### src/rtl/instr_fetch_unit.sv
// Instruction-fetch stage: owns the PC, fetches over a req/ack memory handshake and
// hands one instruction at a time to decode through a valid/ready handshake.
module instr_fetch_unit #(
  parameter int              XLEN     = 32,
  parameter logic [XLEN-1:0] RESET_PC = '0,
  parameter int              MAX_WAIT = 15
) (
  input  logic            clk,
  input  logic            rst_n,
  output logic            imem_req,
  output logic [XLEN-1:0] imem_addr,
  input  logic            imem_ack,
  input  logic [31:0]     imem_rdata,
  output logic [31:0]     instr,
  output logic [XLEN-1:0] pc,
  output logic            instr_valid,
  input  logic            instr_ready,
  input  logic            PCSrc,
  input  logic [XLEN-1:0] ImmExt,
  output logic            fetch_fault
);

  localparam int CW = $clog2(MAX_WAIT + 1);
  localparam logic [31:0] NOP = 32'h0000_0013;

  typedef enum logic [1:0] {IDLE, REQ, HOLD, FAULT} state_t;

  state_t          state;
  logic [CW-1:0]   wait_cnt;
  logic [XLEN-1:0] next_pc;

  assign imem_addr = pc;
  assign next_pc   = PCSrc ? (pc + ImmExt) : (pc + XLEN'(4));

  always_ff @(posedge clk or negedge rst_n) begin
    if (!rst_n) begin
      state       <= IDLE;
      pc          <= RESET_PC;
      imem_req    <= 1'b0;
      instr       <= NOP;
      instr_valid <= 1'b0;
      fetch_fault <= 1'b0;
      wait_cnt    <= '0;
    end else begin
      case (state)
        IDLE: begin
          state    <= REQ;
          imem_req <= 1'b1;
        end
        // An ack in the final allowed wait cycle still wins over the timeout.
        REQ: begin
          if (imem_ack) begin
            instr       <= imem_rdata;
            instr_valid <= 1'b1;
            imem_req    <= 1'b0;
            wait_cnt    <= '0;
            state       <= HOLD;
          end else if (wait_cnt == CW'(MAX_WAIT)) begin
            imem_req    <= 1'b0;
            fetch_fault <= 1'b1;
            state       <= FAULT;
          end else begin
            wait_cnt <= wait_cnt + CW'(1);
          end
        end
        // A misaligned target leaves pc pointing at the offending instruction.
        HOLD: begin
          if (instr_valid && instr_ready) begin
            if (next_pc[1:0] != 2'b00) begin
              instr_valid <= 1'b0;
              fetch_fault <= 1'b1;
              state       <= FAULT;
            end else begin
              pc          <= next_pc;
              instr_valid <= 1'b0;
              imem_req    <= 1'b1;
              state       <= REQ;
            end
          end
        end
        FAULT: begin
          imem_req    <= 1'b0;
          instr_valid <= 1'b0;
          fetch_fault <= 1'b1;
        end
        default: begin
          state <= IDLE;
        end
      endcase
    end
  end

endmodule

### config.mk
export PLATFORM = sky130hd
export DESIGN_NAME = instr_fetch_unit
export DESIGN_NICKNAME = d
export VERILOG_FILES = /design/src/rtl/instr_fetch_unit.sv
export SDC_FILE = /design/constraint.sdc
export NUM_CORES = 1
export LEC_CHECK = 0
export ABC_AREA = 1
export CAP_MARGIN = 20
export CORE_ASPECT_RATIO = 0.9
export CORE_MARGIN = 5
export CORE_UTILIZATION = 64
export CTS_CLUSTER_DIAMETER = 80
export DETAILED_ROUTE_END_ITERATION = 7
export DONT_BUFFER_PORTS = 1
export HOLD_SLACK_MARGIN = 0.08
export PLACE_DENSITY = 0.81
export SYNTH_ARGS = -nofsm -noshare
export SYNTH_HDL_FRONTEND = slang
export SYNTH_SLANG_ARGS = --single-unit
### constraint.sdc
create_clock -name clk -period 2.8 [get_ports clk]
set_clock_uncertainty 0.05 [all_clocks]
set_input_delay 0.84 -clock clk [delete_from_list [all_inputs] [get_ports clk]]
set_output_delay 0.84 -clock clk [all_outputs]
set_load 0.05 [all_outputs]
==> run metrics <==
maximum number of pins on one net before global-route repair 74; post-synth cell types between 40 and 50; final wirelength 18.5 mm; Required @ worst endpoint 2.93 ns; Max clock buf depth 2; RSZ-0062 raised after global routing false; DP Wirelength between 10 and 15 mm; Reg area 1830 um^2; drt pass-1 iters 5; final antenna-violating net count 0; wire length per cell 15.5 um; critical path class in -> reg; Core Region 10100 um^2; most frequent cell after synthesis nand2_1; Synth area leaders dfrtp_1 (27%), nand2_1 (25%), inv_1 (8.8%); crit path max fanout 40; H-tree Lvls 3; first-pass GRT wire length 29.1 mm; Via Count 6549; fin area 7000 um^2; Via density 5.48; Pleak 3.98 nW; most frequent cells after synthesis nand2_1 (428), inv_1 (153), dfrtp_1 (70), nor2_1 (70), nand3_1 (59); Max Slew Vio Count 0; Hold Path Class in -> async; hold_buf cts 0; PortBufs 0; EDFF count, synth 0; syn avg cell area 6.18 um^2; Starting Density 0.645; share of the synthesized area in the top cell type 0.269; final worst path period share 0.897; max-cap viol count 0; status complete, no violations; Syn Nets 1162; clock transition at the registers of the reported paths 0.05 ns; DR DRC count 0; clk sinks between 70 and 80; slowest stage delay, CP about 0.46 ns; diode count 0; Initial DRC Count slightly below 700; #FFs+latches synth 73; Num CTS Buffers 9; Power Density 1280 nW/um^2; I/O pins 168; die width 116 um; Synth-to-Final Area Change 7.23%; # Post-CTS Setup Buffers 0; post-cts resize count 0; asr flop ratio synth 1.00; Site Rows 35; post-layout net count around 1200; worst rel slew slack 0.536; Post-synth top flop dfrtp_1; initial antenna violation count 0; peak supply drop 0.000781 V; total grt overflow 0; CTS tree done; cells after synthesis 1055; overall track demand over capacity in global routing 0.300; critical path endpoint category flip-flop; Die Y 106 um; vias in the first global route around 5900; Worst-Margin Slew roughly 0.7 ns; clock root cell clkbuf_16; final worst slack 0.288 ns; crit start category primary input; setup_tns 0 ns; Reg2Reg Depth 8; Filler Cells Inserted 924; cells along the critical path ha_1 -> fa_1 -> o31ai_2 -> nand2_1 -> nor2_4 -> inv_2 -> a31oi_1 -> a22oi_1; Placement Cell Area 6680 um^2; register area share after synthesis 0.281; routability cong. 0.982; synth warn 0; min cycle time layout 2.51 ns; Mapped Area between 6000 and 7000 um^2; Multi-input gate area 3770 um^2; Crit-path slowest cell fa_1; clock latency at the later pin of the worst-skew pair 0.34 ns; Critical Path AT 2.64 ns; share of layout cells above drive strength 1 0.0685; Finish-stage setup viols 0; Die ar. 12300 um^2; largest area contributor in the netlist dfrtp_1; Fin. Hold Viols 0; Max Fclk 398 MHz; dpl ws -0.00782 ns
-- per-stage QoR --
stage          power (mW)  utilization  hold slack (ns)  std cells
6_report             8.96        0.692            0.149       1194
5_1_grt              9.58        0.692            0.134       1194
4_1_cts              8.92        0.692            0.138       1194
3_5_place_dp         7.67        0.660            0.452       1178
3_3_place_gp         7.61        0.660            0.451       1178
2_1_floorplan        6.66            -            0.425       1055
-- logic make-up after synthesis --
kind of cell / count (synthesis) / synth area share
XOR/XNOR: 17 / 0.0228
buffers and inverters: 206 / 0.142
AO/OA/AOI/OAI: 119 / 0.106
AND/OR/NAND/NOR: 602 / 0.375
adder cells (fa/ha/maj): 38 / 0.0740
flip-flops: 73 / 0.281
-- path summary, 6_finish.rpt --
| check | slack [ns] | from | end |
|---|---|---|---|
| min reg2reg | 0.46 | wait_cnt[1] | wait_cnt[1] |
| min in group clk | 0.46 | wait_cnt[1] | wait_cnt[1] |
| max in group asynchronous | 2.35 | rst_n | instr[0] |
| max | 0.29 | ImmExt[0] | imem_addr[5] |
| min | 0.15 | rst_n | state[1] |
| max reg2reg | 0.38 | imem_addr[0] | imem_addr[5] |
-- cells in the final DEF (no fill, tap or decap), types with 2 or more instances in the layout --
cell type    n
clkbuf_1     3
o21ai_0     30
nor3_2       2
inv_2        2
xor2_1      14
nand3_1     59
ha_1        37
dfrtp_1     70
or2_2        2
nand2_1    428
dfstp_2      3
clkbuf_16    9
bufinv_16    2
xnor2_1      3
buf_4       45
nor2_2       2
a21boi_1    11
inv_1      153
nor3_1      21
a22oi_1      7
a21oi_1     56
nor2_1      70
nand3b_1     8
o21bai_1     2
o31ai_1      3
nand4_1      5
-- state kept, by name (all words and copies together) (netlist names) --
| register | cells |
|---|---|
| imem_addr | 32 |
| instr | 32 |
| wait_cnt | 4 |
| state | 2 |
| fetch_fault | 1 |
| imem_req | 1 |
| instr_valid | 1 |
-- cell type report --
| class | count | area share |
|---|---|---|
| well taps | 129 | 0.0231 |
| repair buffers | 45 | 0.0483 |
| inverters | 155 | 0.0832 |
| multi-input cells | 776 | 0.539 |
| flip-flops and latches | 73 | 0.262 |
| clock buffers | 13 | 0.0358 |
| clock inverters | 3 | 0.00930 |
-- power by group --
part           leakage (nW)  switching (mW)  total (mW)  internal (mW)
sequential            0.822            1.29        2.77           1.48
clock                 0.154           0.420        1.22          0.803
combinational          3.00            3.59        4.96           1.38
-- per-layer routing --
layer / vias up / wire length (um) / track usage
met4: 0 / 482 / 0.0762
met3: 50 / 1740 / 0.0718
met2: 346 / 8440 / 0.471
li1: 3283 / - / -
met5: - / 0 / 0
met1: 2870 / 7810 / 0.413
-- worst max-delay path, delay by kind of cell --
| kind | cells | cell delay (ns) |
|---|---|---|
| buffers and inverters | 1 | 0.26 |
| adders and majority gates | 2 | 0.64 |
| and+or+nand+nor | 2 | 0.28 |
| AOI/OAI and AO/OA | 3 | 0.60 |
Power figures use the tool's default switching activity.
